--- config.mk ---
export PLATFORM = sky130hd
export DESIGN_NAME = acq_readout_sequencer
export DESIGN_NICKNAME = d
export VERILOG_FILES = /design/src/rtl/acq_readout_sequencer.sv
export SDC_FILE = /design/constraint.sdc
export NUM_CORES = 1
export LEC_CHECK = 0
export ABC_AREA = 1
export CORE_MARGIN = 8
export CORE_UTILIZATION = 40
export DETAILED_ROUTE_END_ITERATION = 16
export SLEW_MARGIN = 20
export SYNTH_ARGS = -nofsm -noshare
export SYNTH_HDL_FRONTEND = slang
export SYNTH_SLANG_ARGS = --single-unit
--- constraint.sdc ---
create_clock -name clk -period 4.35 [get_ports clk]
set_clock_uncertainty 0.05 [all_clocks]
set_input_delay 0.87 -clock clk [delete_from_list [all_inputs] [get_ports clk]]
set_output_delay 0.87 -clock clk [all_outputs]
set_load 0.02 [all_outputs]
--- src/rtl/acq_readout_sequencer.sv ---
// rtl/acq_readout_sequencer.sv - arms the trigger, waits for data_ready, streams enabled channels' samples as bytes
// Optional feature macro: ACQ_READOUT_HEADER_EN (A5 + channel header bytes before each channel's samples)
module acq_readout_sequencer #(
    parameter int RAM_WIDTH  = 10,
    parameter int RD_LAT     = 2,
    parameter int FIFO_DEPTH = 4
) (
    input  logic                 clk,
    input  logic                 rstn,
    input  logic                 go,
    input  logic                 abort,
    input  logic [3:0]           chan_mask,
    input  logic [RAM_WIDTH-1:0] nsmp,
    input  logic [RAM_WIDTH-1:0] pretrig,
    input  logic [RAM_WIDTH-1:0] trig_addr,
    input  logic                 data_ready,
    output logic                 start_trigger,
    output logic                 rden,
    output logic [RAM_WIDTH-1:0] rdaddress,
    output logic [1:0]           rdchan,
    input  logic [7:0]           rddata,
    output logic [7:0]           tx_data,
    output logic                 tx_valid,
    input  logic                 tx_ready,
    output logic                 busy,
    output logic                 done
);
    localparam int PW = $clog2(FIFO_DEPTH);
    localparam int CW = PW + 2;

    typedef enum logic [2:0] {S_IDLE, S_ARM, S_WAITLO, S_WAITHI, S_READ, S_DRAIN} state_t;
    state_t state;

    logic [3:0]           mask_q;
    logic [RAM_WIDTH-1:0] nsmp_m1, pretrig_q, start_q, cnt;
    logic [1:0]           chan;
    logic                 iss_v;
    logic [RD_LAT-1:0]    pipe_v;
    logic [7:0]           fifo_mem [FIFO_DEPTH];
    logic [PW-1:0]        wr_ptr, rd_ptr;
    logic [CW-1:0]        fifo_count, count_after, inflight_after;
    logic                 push, pop, space;
    logic [7:0]           push_data;
    logic [1:0]           first_chan, next_chan;
    logic                 has_next;

`ifdef ACQ_READOUT_HEADER_EN
    logic              iss_h;
    logic [7:0]        iss_b;
    logic [RD_LAT-1:0] pipe_h;
    logic [7:0]        pipe_b [RD_LAT];
    logic [1:0]        hdr_cnt;
    assign push_data = pipe_h[RD_LAT-1] ? pipe_b[RD_LAT-1] : rddata;
`else
    assign push_data = rddata;
`endif

    assign push     = pipe_v[RD_LAT-1];
    assign tx_valid = (fifo_count != '0);
    assign tx_data  = fifo_mem[rd_ptr];
    assign pop      = tx_valid && tx_ready;

    // Credit check uses post-edge occupancy so a steady tx_ready=1 stream issues every cycle.
    always_comb begin
        inflight_after = CW'(iss_v);
        for (int k = 0; k < RD_LAT - 1; k++)
            inflight_after = inflight_after + CW'(pipe_v[k]);
        count_after = fifo_count + CW'(push) - CW'(pop);
        space       = (count_after + inflight_after) < CW'(FIFO_DEPTH);
    end

    always_comb begin
        first_chan = 2'd0;
        next_chan  = 2'd0;
        has_next   = 1'b0;
        for (int i = 3; i >= 0; i--) begin
            if (mask_q[i])
                first_chan = 2'(i);
            if (mask_q[i] && (i > int'(chan))) begin
                next_chan = 2'(i);
                has_next  = 1'b1;
            end
        end
    end

    always_ff @(posedge clk or negedge rstn) begin
        if (!rstn) begin
            pipe_v <= '0;
        end else if (abort) begin
            pipe_v <= '0;
        end else begin
            pipe_v[0] <= iss_v;
            for (int k = 1; k < RD_LAT; k++)
                pipe_v[k] <= pipe_v[k-1];
        end
    end

`ifdef ACQ_READOUT_HEADER_EN
    always_ff @(posedge clk or negedge rstn) begin
        if (!rstn) begin
            pipe_h <= '0;
            for (int k = 0; k < RD_LAT; k++)
                pipe_b[k] <= 8'h00;
        end else begin
            pipe_h[0] <= iss_h;
            pipe_b[0] <= iss_b;
            for (int k = 1; k < RD_LAT; k++) begin
                pipe_h[k] <= pipe_h[k-1];
                pipe_b[k] <= pipe_b[k-1];
            end
        end
    end
`endif

    always_ff @(posedge clk) begin
        if (push && !abort)
            fifo_mem[wr_ptr] <= push_data;
    end

    always_ff @(posedge clk or negedge rstn) begin
        if (!rstn) begin
            wr_ptr     <= '0;
            rd_ptr     <= '0;
            fifo_count <= '0;
        end else if (abort) begin
            wr_ptr     <= '0;
            rd_ptr     <= '0;
            fifo_count <= '0;
        end else begin
            if (push)
                wr_ptr <= wr_ptr + 1'b1;
            if (pop)
                rd_ptr <= rd_ptr + 1'b1;
            fifo_count <= count_after;
        end
    end

    always_ff @(posedge clk or negedge rstn) begin
        if (!rstn) begin
            state         <= S_IDLE;
            start_trigger <= 1'b0;
            rden          <= 1'b0;
            rdaddress     <= '0;
            rdchan        <= 2'd0;
            busy          <= 1'b0;
            done          <= 1'b0;
            iss_v         <= 1'b0;
            mask_q        <= 4'd0;
            nsmp_m1       <= '0;
            pretrig_q     <= '0;
            start_q       <= '0;
            cnt           <= '0;
            chan          <= 2'd0;
`ifdef ACQ_READOUT_HEADER_EN
            iss_h         <= 1'b0;
            iss_b         <= 8'h00;
            hdr_cnt       <= 2'd0;
`endif
        end else begin
            start_trigger <= 1'b0;
            rden          <= 1'b0;
            iss_v         <= 1'b0;
            done          <= 1'b0;
`ifdef ACQ_READOUT_HEADER_EN
            iss_h         <= 1'b0;
`endif
            if (abort) begin
                state <= S_IDLE;
                busy  <= 1'b0;
            end else begin
                case (state)
                    S_IDLE: if (go && (chan_mask != 4'd0)) begin
                        mask_q        <= chan_mask;
                        nsmp_m1       <= nsmp - 1'b1;
                        pretrig_q     <= pretrig;
                        start_trigger <= 1'b1;
                        busy          <= 1'b1;
                        state         <= S_ARM;
                    end
                    S_ARM: state <= S_WAITLO;
                    S_WAITLO: if (!data_ready) state <= S_WAITHI;
                    S_WAITHI: if (data_ready) begin
                        start_q <= trig_addr - pretrig_q;
                        chan    <= first_chan;
                        cnt     <= '0;
`ifdef ACQ_READOUT_HEADER_EN
                        hdr_cnt <= 2'd0;
`endif
                        state   <= S_READ;
                    end
                    S_READ: if (space) begin
`ifdef ACQ_READOUT_HEADER_EN
                        if (hdr_cnt != 2'd2) begin
                            iss_v   <= 1'b1;
                            iss_h   <= 1'b1;
                            iss_b   <= (hdr_cnt == 2'd0) ? 8'hA5 : {6'b0, chan};
                            hdr_cnt <= hdr_cnt + 1'b1;
                        end else
`endif
                        begin
                            rden      <= 1'b1;
                            iss_v     <= 1'b1;
                            rdaddress <= start_q + cnt;
                            rdchan    <= chan;
                            if (cnt == nsmp_m1) begin
                                cnt <= '0;
`ifdef ACQ_READOUT_HEADER_EN
                                hdr_cnt <= 2'd0;
`endif
                                if (has_next)
                                    chan <= next_chan;
                                else
                                    state <= S_DRAIN;
                            end else begin
                                cnt <= cnt + 1'b1;
                            end
                        end
                    end
                    S_DRAIN: if (!iss_v && (pipe_v == '0) &&
                                 ((fifo_count == '0) || ((fifo_count == CW'(1)) && pop))) begin
                        done  <= 1'b1;
                        busy  <= 1'b0;
                        state <= S_IDLE;
                    end
                    default: state <= S_IDLE;
                endcase
            end
        end
    end
endmodule

# ---- Word-level counts from Yosys, hierarchy flattened
# Memories as Yosys holds them, arrays and structs flattened.
# Index checks and enable logic that the tools add are counted.
dict set report word_totals {
  regBits 75
  ram_bits 32
  input_bits 48
  elab_cells 128
  mem_count 1
}
dict set report classes {
  n_addsub 10
  n_lt_le_gt_ge 4
  n_eq_ne 18
  n_mux 49
  bitwise 1
  n_reduce_logical 28
}
# memory depth width rd rd_clocked_by_memory_dff write_ports line_no
set memory_table {}
lappend memory_table {fifo_mem 4 8 1 0 1 39} ;# logic [7:0] fifo_mem [FIFO_DEPTH];
# operator count
set op_table {}
lappend op_table {{two-way mux 2 bit} 16}
lappend op_table {{two-way mux 10 bit} 3}
lappend op_table {{two-way mux 3 bit} 8}
lappend op_table {{inequality test 3 bit, second input constant} 7}
lappend op_table {{case mux 10 bit (2 select lines)} 1}
lappend op_table {{case mux 3 bit (6 select lines)} 1}
lappend op_table {{two-way mux 1 bit} 17}
lappend op_table {{AND reduction 3 bit} 4}
lappend op_table {{adder 10 x 1 -> 10 bit, second input constant} 1}
lappend op_table {{adder 10 bit} 1}
lappend op_table {{== test 10 bit} 1}
lappend op_table {{subtractor 10 x 1 -> 10 bit, second input constant} 1}
lappend op_table {{subtractor 10 bit} 1}
lappend op_table {{logical AND 1 bit} 9}
lappend op_table {{inequality test 2 bit, second input constant} 4}
lappend op_table {{nonzero test 4 bit} 2}
lappend op_table {{AND reduction 7 bit} 1}
lappend op_table {{== test 3 x 2 -> 1 bit, second input constant} 2}
lappend op_table {{== test 3 bit, second input constant} 2}
lappend op_table {{AND reduction 6 bit} 1}
lappend op_table {{nonzero test 2 bit} 3}
lappend op_table {{adder 2 x 1 -> 2 bit, second input constant} 2}
lappend op_table {{adder 4 x 1 -> 4 bit} 1}
lappend op_table {{adder 4 x 2 -> 4 bit} 1}
lappend op_table {{18 further kinds} 20}

# ---- Logic depth before layout (Yosys ltp)
# Gate-level depths: netlist (run 1).
dict set report logic_depth {
  depth_word 10
  depth_mapped 21
}

# ---- Worst setup path before layout (run 1)
# OpenSTA, ideal clock, no wires.
dict set report synth_path {
  path_type {input-to-reg}
  from {input port tx_ready}
  to {register rdaddress[9]}
  setup_time_ns 0.066
  t_arrival_ns 2.751
  slack_ns 1.483
  path_stages 15
  cell_sequence {nand2_1 -> inv_1 -> ha_1 -> inv_1 -> ha_1 -> fa_1 -> nand2_1 -> nor2_1 -> nand3_1 -> nand2_1 -> inv_2 -> nor2_8 -> buf_12 -> nand3_2 -> nand2_1}
}
dict set report synth_between {
  elab_chain_cells 5
}
# element line_no
set synth_rtl {}
lappend synth_rtl {{from (decl)} 24} ;# input logic tx_ready,
lappend synth_rtl {{logical AND 1 bit} 61} ;# assign pop = tx_valid && tx_ready;
lappend synth_rtl {{subtractor 4 x 1 -> 4 bit} 68} ;# count_after = fifo_count + CW'(push) - CW'(pop);
lappend synth_rtl {{adder 4 x 2 -> 4 bit} 69} ;# space = (count_after + inflight_after) < CW'(FIFO_DEPTH);
lappend synth_rtl {{< comparator 4 x 3 -> 1 bit} 69}
lappend synth_rtl {{AND reduction 3 bit (no line)} -}
lappend synth_rtl {{to (signal assigned)} 203} ;# rdaddress <= start_q + cnt;
lappend synth_rtl {{to (decl)} 19} ;# output logic [RAM_WIDTH-1:0] rdaddress,
# No other way between the ends.
# A chain may end at the register's enable or synchronous reset.

# ---- Final worst setup path (run 1)
dict set report layout_path {
  from {register rd_ptr[0]}
  to {output port tx_data[1]}
}
dict set report layout_between {
  elab_chain_cells 1
}
# element line_no
set layout_rtl {}
lappend layout_rtl {{from (decl)} 40} ;# logic [PW-1:0] wr_ptr, rd_ptr;
lappend layout_rtl {{from (signal assigned)} 133} ;# rd_ptr <= rd_ptr + 1'b1;
lappend layout_rtl {{memory read (4 x 8 bit)} -}
lappend layout_rtl {{to (decl)} 22} ;# output logic [7:0] tx_data,
# No other way between the ends.

==> results of run 1 <==
-- cell families (layout without fill, tap and decap cells) --
| family | after synthesis | after routing | share of synthesized area [%] |
|---|---|---|---|
| buffers and inverters | 106 | 184 | 7.565 |
| adders and majority gates | 33 | 33 | 7.212 |
| and+or+nand+nor | 309 | 309 | 23.05 |
| DFF | 107 | 107 | 47.01 |
| AOI/OAI and AO/OA | 112 | 112 | 10.82 |
| xor gates and xnor gates | 30 | 30 | 4.352 |
-- registers in the layout (all words and copies together), names as in the netlist, 2 cells and up --
signal      cells
start_q        10
state           3
pipe_v          2
nsmp_m1        10
mask_q          4
rdaddress      10
wr_ptr          2
rd_ptr          2
fifo_count      4
cnt            10
rdchan          2
chan            2
pretrig_q      10
fifo_mem       32
-- cells in the final DEF, fill, tap and decap left out, drive strengths merged, types with 4 or more instances in the layout --
master / instances
edfxtp: 32
a31oi: 5
nand4: 5
nor3: 20
o22ai: 8
nand2: 168
clkbuf: 9
ha: 30
o21ai: 75
nor2: 69
clkdlybuf4s50: 71
o21a: 4
buf: 4
xnor2: 6
dfrtp: 75
a21oi: 15
inv: 98
xor2: 24
nand3: 42
-- metrics by stage --
stage	instance area, um2	setup slack (ps)	utilization, %
after floorplan	6037	1483	-
after global placement	6915	858.2	46.17
after detailed placement	6915	788.2	46.17
after CTS	7217	901.1	48.19
after global routing	7237	748.8	48.32
final	7237	948.8	48.32
-- synth_stat cells (2+ instances only) --
library cell  count
o21ai_2          13
a21oi_1          14
ha_1             30
nand4_1           5
clkbuf_1          5
nor2_8            3
nor2_1           62
nand3_1          36
inv_1            83
dfrtp_1          75
or2_2             2
a31oi_1           5
nand3_2           6
xor2_1           24
o21ai_1           4
nand2_1         166
nor2_4            3
buf_12            2
nor3_1           19
fa_1              3
o21ai_0          58
o22ai_1           8
edfxtp_1         32
buf_2             4
o21a_1            4
xnor2_1           6
inv_6             2
a21o_1            2
nand3b_1          3
inv_2             7
-- critical path, stage by stage, from the launching register on --
cell             delay [ps]
dfrtp_1                 600
inv_1                   510
o21ai_0                 170
o22ai_1                 180
clkdlybuf4s50_1         650
-- cell type report --
| cell class | count | area, um2 | area share, % |
|---|---|---|---|
| sequential | 107 | 2838 | 39.21 |
| multi-input combinational | 484 | 2748 | 37.97 |
| timing repair buffer | 75 | 753.2 | 10.41 |
| inverter | 93 | 361.6 | 4.997 |
| tap | 188 | 235.2 | 3.250 |
| clock buffer | 9 | 225.2 | 3.112 |
| clock inverter | 7 | 76.32 | 1.055 |
-- worst paths after layout --
path | slack [ps] | end | start
worst max-delay path | 950 | tx_data[1] | rd_ptr[0]
worst max register to register | 1370 | rdchan[1] | fifo_count[2]
worst min register to register | 430 | busy | busy
min in group clk | 430 | busy | busy
max in group asynchronous | 3250 | start_q[9] | rstn
worst min-delay path | 400 | rd_ptr[1] | rstn
-- layer usage --
layer	share of wire (%)	up-vias	wire length, um
met3	4.1	20	556
li1	-	2433	-
met5	0	-	0
met1	48	2154	6450
met4	2.2	0	304
met2	46	99	6236
-- where the power goes --
group	internal, uW	switching, uW
sequential	1310	264
clock	411	421
combinational	818	1250
==> run metrics, run 1 <==
synthesized cell area=~6000 um2; clock root buffer master=clkbuf_16; placed cells=approximately 950; max-slew violations=0; ranking of synthesized cells by area=dfrtp_1, edfxtp_1, nand2_1, ha_1, inv_1; Crit. End Element=primary output; Ys Warns=0; CTS Hold Bufs=0; maximum buffer depth of the clock tree=2; IO Port Bufs=72; final setup vio count=0; Vias=around 4.7k; Async SR Flop Fraction=about 70%; grt peak-use layer=met2; chip width=138.9 um; DP Wirelength=roughly 10000 um; drt pass-1 iters=6; nets@finish=around 850; Hold Vio Cnt, Final=0; worst slew pin tran=817.2 ps; largest area contributor in the netlist=dfrtp_1; I/O pin count=73; CTS Sinks=107; initial antenna violation count=0; Layout Area Growth over Synthesis=19.88%; met3 usage in global routing=between 3 and 4%; syn nets=~780; GP Congestion=about 0.83; die footprint=approximately 19000 um2; crit start category=flop; drt total wl=around 14000 um; Peak Freq=roughly 290 MHz; cts repair resizes=0; Power, Total=4476 uW; share of cells above drive strength 1=between 8 and 9%; Antenna Nets Post-Route=0; fin cells=roughly 960; Die H=138.9 um; status=complete, no violations; Netlist cell types=between 40 and 50; Iter 0 DRT Violations=263; setup TNS=0 ps; Main synth FF type=dfrtp_1; WL per Instance=about 14 um; H-tree depth=3; number of global-route vias before repair=4808; first-pass GRT wire length=roughly 23000 um; detailed-route DRC error count=0; Initial Utilization=approximately two fifths; total track usage=between 10 and 15%; Clock Pin Slew Worst Setup and Hold Paths=approximately 80 ps; Max-cap violations=0; TritonCTS clock tree=done; Peak VDD IR=between 0.0002 and 0.0003 V; crit-path max FO=18; Inserted Clock Buffers=9; Req. time, crit path=3430 ps; Yosys reg bits=107; Worst Hold Class=primary input to asynchronous set/reset pin; M2 GR Usage=a little under a quarter; GRT met1 Usage=a little under a fifth; Seq/Total Area, Yosys=a little under half; P_leak=0.003340 uW; vias per cell=a little under 5; Final period util=between 70% and 80%; FILL cells=approximately 1.4k; Arrival @ worst endpoint=roughly 2500 ps; hold_ws=roughly 400 ps; Post-synth EDFFs=32; Post-CTS Setup Inserts=0; # rows=45; area share of the largest cell type after synthesis=31.09%; Rel. slew slack=around 45%; RSZ-0062 raised after global routing=false; r2r worst-path depth=17; GRT overflow=0; min cycle time layout=around 3400 ps; worst skew pair latency=360 ps; gate count after technology mapping=about 700; largest net degree at the start of global routing=76; Power Dens Cells=618.4 nW/um2; Mapped Avg Cell Area=8.661 um2; core area=between 10000 and 15000 um2; n_diodes=0; critical path class=flop to primary output
Power figures use the tool's default switching activity.
==> run 2, diff against run 1 <==
==> constraint.sdc (replaced) <==
create_clock -name clk -period 3.3 [get_ports clk]
set_clock_uncertainty 0.05 [all_clocks]
set_input_delay 0.66 -clock clk [delete_from_list [all_inputs] [get_ports clk]]
set_output_delay 0.66 -clock clk [all_outputs]
set_load 0.02 [all_outputs]
==> run 2 against run 1 <==
Net effect:
- via count grew 0.81%
- count of clock-buffer cells in the layout is the same
- die area is the same
- critical endpoint is now tx_data[7]
==> run metrics, run 2 (synthesis gave the netlist of run 1 again) <==
Post-CTS Setup Inserts=0 (unchanged); cts repair resizes=0 (unchanged); DP Wirelength=10090 um (was 10100 um); status=complete, no violations (unchanged); Slowest cell on crit path=dfrtp_1 (was clkdlybuf4s50_1); maximum buffer depth of the clock tree=2 (unchanged); Clock Pin Slew Worst Setup and Hold Paths=70 ps (was 80 ps); Initial Utilization=40.31% (unchanged); Worst Hold Class=primary input to asynchronous set/reset pin (unchanged); total track usage=14.10% (was 14.49%); detailed-route DRC error count=0 (unchanged); Arrival @ worst endpoint=2380 ps (was 2480 ps); Final period util=roughly 94%; chip width=138.9 um (unchanged); Vias=4744 (was 4706); Die H=138.9 um (unchanged); die footprint=19280 um2 (unchanged); Layout Area Growth over Synthesis=20.12% (was 19.88%); min cycle time layout=~3000 ps; share of cells above drive strength 1=8.462% (was 8.129%); area post-placement=6960 um2 (was 6915 um2); worst skew pair latency=350 ps (was 360 ps); max reg flops=32 (unchanged); P_leak=0.003349 uW (was 0.003340 uW); GP Congestion=0.8324 (was 0.8276); I/O pin count=73 (unchanged); final core area utilization=48.42% (was 48.32%); max-slew violations=0 (unchanged); first-pass GRT wire length=22440 um (was 23030 um); Rel. slew slack=34.74% (was 45.32%); Max stage delay on crit path=680 ps (was 650 ps); CTS Hold Bufs=0 (unchanged); Iter 0 DRT Violations=233 (was 263); largest reg by FF count=fifo_mem (unchanged); drt pass-1 iters=4 (was 6); Peak VDD IR=0.0003482 V (was 0.0002813 V); vias per cell=4.901 (was 4.887); critical path class=flop to primary output (unchanged); GRT overflow=0 (unchanged); Inserted Clock Buffers=9 (unchanged); Req. time, crit path=2590 ps (was 3430 ps); core area=14980 um2 (unchanged); IO Port Bufs=72 (unchanged); CP Cell Sequence=inv_1 > o21ai_0 > o22ai_1 > clkdlybuf4s50_1 (unchanged); initial antenna violation count=0 (unchanged); Hold Vio Cnt, Final=0 (unchanged); n_diodes=0 (unchanged); number of global-route vias before repair=4614 (was 4808); TritonCTS clock tree=done (unchanged); Crit. End Element=primary output (unchanged); nets@finish=856 (was 851); commonest cells after routing, fill and taps aside=nand2_1, inv_1, dfrtp_1, clkdlybuf4s50_1, nor2_1 (unchanged); commonest non-fill, non-tap cell in the layout=nand2_1 (unchanged); crit start category=flop (unchanged); drt total wl=13230 um (was 13550 um); Peak Freq=roughly 320 MHz; hold_ws=382.3 ps (was 404.5 ps); Antenna Nets Post-Route=0 (unchanged); CTS Sinks=107 (unchanged); Max-cap violations=0 (unchanged); RSZ-0062 raised after global routing=false (unchanged); crit-path max FO=18 (unchanged); design area=7252 um2 (was 7237 um2); clock root buffer master=clkbuf_16 (unchanged); setup TNS=0 ps (unchanged); WL per Instance=13.66 um (was 14.07 um); Power Dens Cells=813.4 nW/um2 (was 618.4 nW/um2); final setup vio count=0 (unchanged); # rows=45 (unchanged); H-tree depth=3 (unchanged); largest net degree at the start of global routing=76 (unchanged); worst slew pin tran=978.8 ps (was 817.2 ps); FILL cells=1465 (was 1434)
run 2: changes by cell type in the layout (fill, tap and decap cells not counted), sizes merged:
cell      delta
clkinv       +1
inv          -4
buf          +5
bufinv       +1
clkinvlp     +2
run 2: power breakdown:
group	total [uW]	internal (uW)	switching, uW
combinational	2750	1120	1630
sequential	2080	1730	348
clock	1070	584	481
run 2: layer usage:
layer  global-route usage, %  wire length (um)
met3                   3.511               578
met1                   17.33              6194
met5                       0                 0
met2                   23.40              6189
met4                   5.430               261
run 2: per-stage QoR:
step / total power (uW) / setup slack, ps / std cells
6_report: 5899 / 210.4 / 968
3_3_place_gp: 4796 / 84.39 / 952
5_1_grt: 6434 / 34.72 / 968
3_5_place_dp: 4860 / 29.08 / 952
4_1_cts: 5960 / 141.7 / 968
2_1_floorplan: 3997 / 457.8 / 697
run 2: cell type report:
| cell class | count | area [um2] | share of cell area [%] |
|---|---|---|---|
| flip-flops and latches | 107 | 2838 | 39.13 |
| multi-input cells | 484 | 2748 | 37.89 |
| repair buffers | 80 | 778.2 | 10.73 |
| inverters | 93 | 361.6 | 4.986 |
| well taps | 188 | 235.2 | 3.244 |
| clock buffers | 9 | 225.2 | 3.106 |
| clock inverters | 7 | 66.31 | 0.9144 |
run 2: path summary, 6_finish.rpt:
kind,endpoint,slack [ps],startpoint,cells after the start
worst max-delay path,tx_data[7],210,rd_ptr[0],4
worst min-delay path,fifo_count[0],380,rstn,1
worst min register to register,pretrig_q[0],430,pretrig_q[0],2
worst max register to register,rdchan[1],400,fifo_count[2],17
max in group asynchronous,nsmp_m1[7],2150,rstn,1
min in group clk,pretrig_q[0],430,pretrig_q[0],2
run 2: critical path, delay by kind of cell, from the launching register on:
family | cells | cell delay (ps)
compound gates | 2 | 380
buf+inv | 2 | 960
flops | 1 | 680
